[src/rtl/mc6809_dma_arb_if.sv]
// mc6809_dma_arb_if: CPU bus status, DMA requests and arbiter outputs for the 6809 DMA arbiter
interface mc6809_dma_arb_if;
  logic       BA;
  logic       BS;
  logic [1:0] req;
  logic       nDMABREQ;
  logic [1:0] gnt;
  logic       busy;
  logic [3:0] burst_cnt;
  modport slave (input BA, BS, req, output nDMABREQ, gnt, busy, burst_cnt);
  modport master (output BA, BS, req, input nDMABREQ, gnt, busy, burst_cnt);
endinterface

[src/rtl/mc6809_dma_arb.sv]
// mc6809_dma_arb: two-requester DMA arbiter for the MC6809 DMA/BREQ bus handoff.
// Define MC6809_DMA_RR_EN for round-robin tie breaking; otherwise requester 0 has fixed priority.
module mc6809_dma_arb #(
  parameter int BURST_MAX = 14
) (
  input logic CLK,
  input logic nRESET,
  mc6809_dma_arb_if.slave bus
);
  typedef enum logic [1:0] {IDLE, REQ, GRANT, RELEASE} state_t;
  localparam logic [3:0] MAX = 4'(BURST_MAX);
  state_t     state_q;
  logic [1:0] gnt_q;
  logic       ndma_q;
  logic       busy_q;
  logic [3:0] cnt_q;
  logic       win_d;
  logic       any_req;
  logic       done_d;
  assign any_req = bus.req != 2'b00;
  // the CPU reclaiming the bus (BA low) ends the burst as surely as the owner dropping its request
  assign done_d = (|(gnt_q & ~bus.req)) || cnt_q == MAX || !bus.BA;
`ifdef MC6809_DMA_RR_EN
  logic last_q;
  assign win_d = (&bus.req) ? ~last_q : ~bus.req[0];
  always_ff @(posedge CLK) begin
    if (!nRESET) last_q <= 1'b1;
    else if (state_q == REQ && bus.BA && bus.BS && any_req) last_q <= win_d;
  end
`else
  assign win_d = ~bus.req[0];
`endif
  always_ff @(posedge CLK) begin
    if (!nRESET) begin
      state_q <= IDLE;
      gnt_q   <= 2'b00;
      ndma_q  <= 1'b1;
      busy_q  <= 1'b0;
      cnt_q   <= 4'd0;
    end else begin
      case (state_q)
        IDLE: if (any_req) begin
          state_q <= REQ;
          ndma_q  <= 1'b0;
          busy_q  <= 1'b1;
        end
        REQ: if (bus.BA && bus.BS && any_req) begin
          state_q <= GRANT;
          gnt_q   <= win_d ? 2'b10 : 2'b01;
          cnt_q   <= 4'd1;
        end else if (!any_req) begin
          state_q <= RELEASE;
          ndma_q  <= 1'b1;
        end
        GRANT: if (done_d) begin
          state_q <= RELEASE;
          gnt_q   <= 2'b00;
          cnt_q   <= 4'd0;
          ndma_q  <= 1'b1;
        end else cnt_q <= cnt_q + 4'd1;
        RELEASE: if (!bus.BA) begin
          state_q <= IDLE;
          busy_q  <= 1'b0;
        end
        default: state_q <= IDLE;
      endcase
    end
  end
  assign bus.nDMABREQ  = ndma_q;
  assign bus.gnt       = gnt_q;
  assign bus.busy      = busy_q;
  assign bus.burst_cnt = cnt_q;
endmodule
[src/flat_wrapper.sv]
// flat-port wrapper written by rule: the top's interface ports become plain ports
module mc6809_dma_arb_flat 
#(
  parameter int BURST_MAX = 14
)
  (CLK, nRESET, bus_BA, bus_BS, bus_req, bus_nDMABREQ, bus_gnt, bus_busy, bus_burst_cnt);
  mc6809_dma_arb_if bus_i ();
  input logic CLK;
  input logic nRESET;
  input wire logic [$bits(bus_i.BA)-1:0] bus_BA;
  input wire logic [$bits(bus_i.BS)-1:0] bus_BS;
  input wire logic [$bits(bus_i.req)-1:0] bus_req;
  output wire logic [$bits(bus_i.nDMABREQ)-1:0] bus_nDMABREQ;
  output wire logic [$bits(bus_i.gnt)-1:0] bus_gnt;
  output wire logic [$bits(bus_i.busy)-1:0] bus_busy;
  output wire logic [$bits(bus_i.burst_cnt)-1:0] bus_burst_cnt;
  assign bus_i.BA = bus_BA;
  assign bus_i.BS = bus_BS;
  assign bus_i.req = bus_req;
  assign bus_nDMABREQ = bus_i.nDMABREQ;
  assign bus_gnt = bus_i.gnt;
  assign bus_busy = bus_i.busy;
  assign bus_burst_cnt = bus_i.burst_cnt;
  mc6809_dma_arb #(.BURST_MAX(BURST_MAX)) u_core (.CLK(CLK), .nRESET(nRESET), .bus(bus_i));
endmodule
[config.mk]
export PLATFORM = sky130hd
export DESIGN_NAME = mc6809_dma_arb_flat
export DESIGN_NICKNAME = d
export VERILOG_FILES = /design/src/rtl/mc6809_dma_arb_if.sv /design/src/rtl/mc6809_dma_arb.sv /design/src/flat_wrapper.sv
export SDC_FILE = /design/constraint.sdc
export NUM_CORES = 1
export LEC_CHECK = 0
export BUFFER_PORTS_ARGS = -buffer_cell sky130_fd_sc_hd__buf_4
export CORE_UTILIZATION = 35
export CTS_BUF_LIST = sky130_fd_sc_hd__clkbuf_8 sky130_fd_sc_hd__clkbuf_16
export CTS_CLUSTER_SIZE = 14
export DETAILED_ROUTE_END_ITERATION = 12
export GPL_TIMING_DRIVEN = 1
export HOLD_SLACK_MARGIN = 0.05
export PLACE_DENSITY_LB_ADDON = 0.2
export SETUP_SLACK_MARGIN = 0.15
export SLEW_MARGIN = 0
export SYNTH_ARGS = -nofsm -noshare
export SYNTH_HDL_FRONTEND = slang
export SYNTH_SLANG_ARGS = --single-unit
export TNS_END_PERCENT = 1
[constraint.sdc]
create_clock -name CLK -period 3.4 [get_ports CLK]
set_input_delay 0.68 -clock CLK [delete_from_list [all_inputs] [get_ports CLK]]
set_output_delay 0.68 -clock CLK [all_outputs]
set_load 0.01 [all_outputs]
# --- After elaboration in Yosys (flattened, before gate mapping) ---
# Cells that the tools add are included.
# W data, S select, Z words.
word_totals:
  register_bits: 10
  in_bits: 6
  wordCells: 56
  output_inout_bits: 8
op_classes:
  bitwise: 2
  n_eq_ne: 11
  muxes: 21
  addsub: 1
  reduce_logical: 16
op_table:
  columns: ["op", "count"]
  rows:
  - ["$mux W2", 8]
  - ["$mux W4", 2]
  - ["$pmux W2 S4", 1]
  - ["$pmux W4 S2", 1]
  - ["$mux W1", 6]
  - ["$ne A2 B1 Y1 const B", 3]
  - ["$ne A2 B2 Y1 const B", 3]
  - ["$reduce_and A3 Y1", 2]
  - ["$reduce_bool A2 Y1", 3]
  - ["$reduce_and A5 Y1", 1]
  - ["$add A4 B1 Y4 const B", 1]
  - ["$eq A2 B2 Y1 const B", 2]
  - ["$eq A4 B4 Y1 const B", 1]
  - ["$pmux W2 S2", 1]
  - ["$reduce_and A4 Y1", 1]
  - ["$ne A3 B3 Y1 const B", 1]
  - ["$pmux W1 S3", 1]
  - ["$reduce_bool A3 Y1", 1]
  - ["$and A2 B2 Y2", 1]
  - ["$eq A2 B1 Y1 const B", 1]
  - ["$logic_and A1 B1 Y1", 2]
  - ["$logic_not A2 Y1", 1]
  - ["$logic_or A1 B1 Y1", 2]
  - ["$not A2 Y2", 1]
  - ["4 further kinds", 4]

# --- Longest topological paths before layout ---
logic_depth:
  depth_word: 7
  depth_mapped: 6
  depth_no_buf: 6

# --- Least setup slack after synthesis ---
# Ideal clock, no wire load.
synth_timing:
  kind: "flip-flop to flip-flop"
  startpoint: "register u_core.cnt_q[0] (netlist: u_core.bus.burst_cnt[0])"
  endpoint: "register u_core.cnt_q[3] (netlist: u_core.bus.burst_cnt[3])"
  setup_ps: 74
  arrival_time_ps: 1948
  n_path_buf: 0
  setup_slack_ps: 1377
  required_time_ps: 3326
  synth_period_minus_slack_ps: 2023
  path_stages_with_launch: 7
  path_cell_list: "dfxtp_1 inv_1 ha_1 and3_1 or4_4 or4_1 a31oi_1"
synth_between:
  elab_chain_len: 5
  elab_cells_between_ends: 6
  classes_between: "add/sub: 1; eq/ne: 1; mux: 2; reduce/logical: 2"
synth_rtl:
  columns: ["item", "line", "source"]
  rows:
  - ["from (decl)", "mc6809_dma_arb.sv:16", "logic [3:0] cnt_q;"]
  - ["from (signal assigned)", "mc6809_dma_arb.sv:60", "end else cnt_q <= cnt_q + 4'd1;"]
  - ["branches (longest 3 deep; another with $add A4 B1 Y4)", null, null]
  - ["$mux W4 (*)", "mc6809_dma_arb.sv:55", "GRANT: if (done_d) begin"]
  - ["$pmux W4 S2 (*)", "mc6809_dma_arb.sv:41", "case (state_q)"]
# Mark *: on every way between the ends.
# A chain may end at the register's enable or synchronous reset.

# --- Worst setup path after layout ---
layout_timing:
  startpoint: "register u_core.state_q[0]"
  endpoint: "register u_core.cnt_q[3] (netlist: u_core.bus.burst_cnt[3])"
layout_between:
  elab_chain_len: 3
  elab_cells_between_ends: 6
  classes_between: "eq/ne: 3; mux: 1; reduce/logical: 2"
layout_rtl:
  columns: ["item", "line", "source"]
  rows:
  - ["from (decl)", "mc6809_dma_arb.sv:12", "state_t state_q;"]
  - ["from (signal assigned)", "mc6809_dma_arb.sv:35", "state_q <= IDLE;"]
  - ["from (signal assigned)", "mc6809_dma_arb.sv:43", "state_q <= REQ;"]
  - ["from (signal assigned)", "mc6809_dma_arb.sv:48", "state_q <= GRANT;"]
  - ["$eq A2 B1 Y1 or $eq A2 B2 Y1 (tied branches)", "mc6809_dma_arb.sv:41", null]
  - ["$ne A2 B1 Y1 (no source line) or $reduce_bool A2 Y1 (tied branches)", null, null]
  - ["$reduce_and A2 Y1 (no source line)", null, null]
# Several ways; a longest one is shown, not always the timed one.

==> impl_metrics.tcl <==
set metrics [dict create \
    max-clock-path-buffers 2 \
    critPathLaunchType "register" \
    critical_path_cell_count 6 \
    logic_gate_share_of_total_power_pct 51.0 \
    cpPeakStageDelay_ps 520 \
    ant_nets 0 \
    finClkSkew_ps 3.45 \
    design_internal_power_uw 386 \
    maxCapViolations 0 \
    drt_first_iter_violations 19 \
    dieHeight_um 45.9 \
    drt-total-wl_mm 1.52 \
    timing.hold.worst.class "reg2reg" \
    layout_worst_path_cycle_share_pct 64.3 \
    adder_cell_share_of_the_synthesized_area_pct 14.8 \
    post_cts_hold_buffer_count 0 \
    start_util_pct 38.3 \
    pin_count_of_the_biggest_net_entering_global_routing 9 \
    async_reset_ff_share_pct 0 \
    cts_tree "yes" \
    grt_pass1_wl_mm 2.42 \
    crit_start "u_core.state_q[0]$_SDFFE_PN0P_" \
    die_area_um2 2110 \
    largest_family_of_logic_cells_by_synthesized_area "simple AND/OR/NAND/NOR gates" \
    power.net_switching_uw 251 \
    floorplan.core_area_um2 1760 \
    synthesis.area_um2 676 \
    synth-seq-cells 10 \
    cts.clk_slew.worst_paths_ps 50 \
    timing.critical_path.slowest_stage_cell "or4_4" \
    synthesis.yosys.warnings 0 \
    clkPwrFrac_pct 19.6 \
    synth-seq-area-share_pct 29.6 \
    yosys.cell_count.top_type "dfxtp_1" \
    dp.final_hpwl_mm 1.16 \
    required_ps 3560 \
    netSwitchingFraction_pct 39.4 \
    crit_end "u_core.bus.burst_cnt[3]$_SDFFE_PN0P_" \
    end_kind "register" \
    final_net_count 108 \
    synth_compound_area_share_pct 22.0 \
    cp_max_fo 6 \
    post_synth_mux_area_share_pct 3.15 \
    vias 633 \
    synthesis.instances 76 \
    routed_via_density 5.41 \
    final_layout_size_suffix_gt1_share_pct 22.8 \
    clockRootBuffer "clkbuf_8" \
    worstReg2RegStart "u_core.state_q[0]$_SDFFE_PN0P_" \
    max_slew.worst_pin.slew_ps 728 \
    power.sequential.fraction_pct 29.3 \
    worstSkewPairLatency_ps 230 \
    max_freq_mhz 458 \
    post-route-worst-setup-slack_ps 1220 \
    io_buffer_count 13 \
    drc 0 \
    yosys.area.top_type "dfxtp_1" \
    h-tree-depth 1 \
    rsz_0062_raised_after_global_routing "false" \
    drt_pass1_iterations 4 \
    r2r_slack_ps 1220 \
    total_leakage_power_nw 0.353 \
    post_synth_num_cell_types 35 \
    yosys.area_share.xor_xnor_pct 0 \
    synth.top_cell.area_share_pct 29.6 \
    cts_sinks 10 \
    die-width_um 45.9 \
    avgSynthCellArea_um2 8.89 \
    timing.critical_path.cells "inv_1 > ha_1 > nand2_1 > or4_4 > or4_1 > a31oi_1" \
    worstRegToRegCells 6 \
    gp_congestion 0.808 \
    report.final.slew_viol_count 0 \
    postCtsSetupBuffers 0 \
    postCtsResizedCells 0 \
    grt.overflow.total 0 \
    synthToLayoutAreaGrowth_pct 25.2 \
    worstPathArrival_ps 2340 \
    critical_path.n_buffers_inverters 1 \
    grt_antenna_before_repair 0 \
    outcome "complete, no violations" \
    global_route.usage.total_pct 15.7 \
    setup_viol 0 \
    vdd_drop_max_v 0.000465 \
    period_minus_slack_ps 2180 \
    synth_simple_gate_area_share_pct 27.6 \
    ioPinCount 14 \
    worstReg2RegEnd "u_core.bus.burst_cnt[3]$_SDFFE_PN0P_" \
    netlist_top_cells_area "dfxtp_1 30%, ha_1 15%, a21oi_1 5.2%" \
    power.density_cell_area_nw_per_um2 753 \
    timing_worst_setup_path_type "reg2reg" \
    preCtsSetupSlack_ps 1240 \
    routed_wire_length_per_instance_um 13.0 \
    yosys-top-cells-count "10 x dfxtp_1, 8 x ha_1, 7 x a21oi_1, 5 x inv_1, 5 x nand2_1" \
    dominant_delay_contributor_by_cell_family_on_the_critical_path "simple AND/OR/NAND/NOR gates" \
    postSynthNetCount 90 \
    via_count_of_the_first_global_routing_pass 545 \
    cts_inserted_buffers 3 \
    worst_slew_margin_rel_pct 51.0 \
    report.final.hold_viol_count 0 \
    setup_tns_ps 0 \
    edff_count_synth 0 \
    std_cell_rows 15 \
    synth-main-ff-cell "dfxtp_1" \
    antenna-diode-count 0 \
]
worst reg2reg max path: cells and delay by family (launching register included):
family                     cells  cell delay (ps)
and+or+nand+nor                3             1190
AOI/OAI and AO/OA              1              160
DFF                            1              350
adders and majority gates      1              290
buffers and inverters          1              130
final cells by class:
cell class / instances / area (µm²)
multi-input cells: 61 / 457
clock buffers: 3 / 41.3
repair buffers: 13 / 97.6
flip-flops and latches: 10 / 200
inverters: 5 / 18.8
well taps: 25 / 31.3
fillers: 186 / 918
sequential cells by signal (all words and copies together) (netlist names):
register and cells:
u_core.state_q 2, u_core.bus.burst_cnt 4, u_core.bus.nDMABREQ 1, u_core.bus.gnt 2, u_core.bus.busy 1
stage by stage:
| step | total power, mW | utilization [%] | area [µm²] | instances | hold slack, ps |
|---|---|---|---|---|---|
| detailed placement | 0.513 | 45.6 | 805 | 114 | 487 |
| global placement | 0.513 | 45.6 | 805 | 114 | 485 |
| CTS | 0.640 | 47.9 | 846 | 117 | 500 |
| floorplan | 0.416 | - | 676 | 76 | 501 |
| global route | 0.687 | 47.9 | 846 | 117 | 524 |
| finish | 0.637 | 47.9 | 846 | 117 | 492 |
worst min-delay path by stage:
stage | startpoint | endpoint | slack, ps | depth (start not counted)
finish | u_core.bus.nDMABREQ$_SDFFE_PN1P_ | u_core.bus.nDMABREQ$_SDFFE_PN1P_ | 490 | 2
global route | u_core.bus.nDMABREQ$_SDFFE_PN1P_ | u_core.bus.nDMABREQ$_SDFFE_PN1P_ | 520 | 2
CTS | u_core.bus.nDMABREQ$_SDFFE_PN1P_ | u_core.bus.nDMABREQ$_SDFFE_PN1P_ | 500 | 2
detailed placement | u_core.bus.nDMABREQ$_SDFFE_PN1P_ | u_core.bus.nDMABREQ$_SDFFE_PN1P_ | 490 | 2
global placement | u_core.bus.gnt[0]$_SDFFE_PN0P_ | u_core.bus.gnt[0]$_SDFFE_PN0P_ | 480 | 2
floorplan | u_core.bus.nDMABREQ$_SDFFE_PN1P_ | u_core.bus.nDMABREQ$_SDFFE_PN1P_ | 500 | 2
cells by family (layout without fill, tap and decap cells):
group / Yosys count / count (layout)
muxes: 2 / 2
DFF: 10 / 10
buffers and inverters: 5 / 21
and+or+nand+nor: 29 / 29
AOI/OAI and AO/OA: 22 / 22
adders and majority gates: 8 / 8
layout by cell type (no fill, tap or decap), types with 2 or more instances in the layout:
master	Yosys	routed
buf_4	0	13
nor2_1	2	2
a21oi_1	7	7
or3b_1	2	2
clkbuf_8	0	3
nor3_1	3	3
o21a_1	3	3
o21ai_0	3	3
ha_1	8	8
nand2_1	5	5
dfxtp_1	10	10
nand3_1	4	4
inv_1	5	5
power groups by stage:
stage | Clock [mW] | Sequential (mW) | Combinational (mW)
floorplan | 0 | 0.193 | 0.223
global placement | 0 | 0.189 | 0.324
detailed placement | 0 | 0.189 | 0.324
CTS | 0.128 | 0.187 | 0.325
global route | 0.134 | 0.193 | 0.360
finish | 0.125 | 0.187 | 0.325
layer usage:
metal	vias up	wire (µm)	global-route usage [%]
li1	323	-	-
met1	303	773	21.6
met2	5	705	24.8
met3	2	28	2.38
met4	0	11	5.29
met5	-	0	0
(Power assumes the default switching activity.)
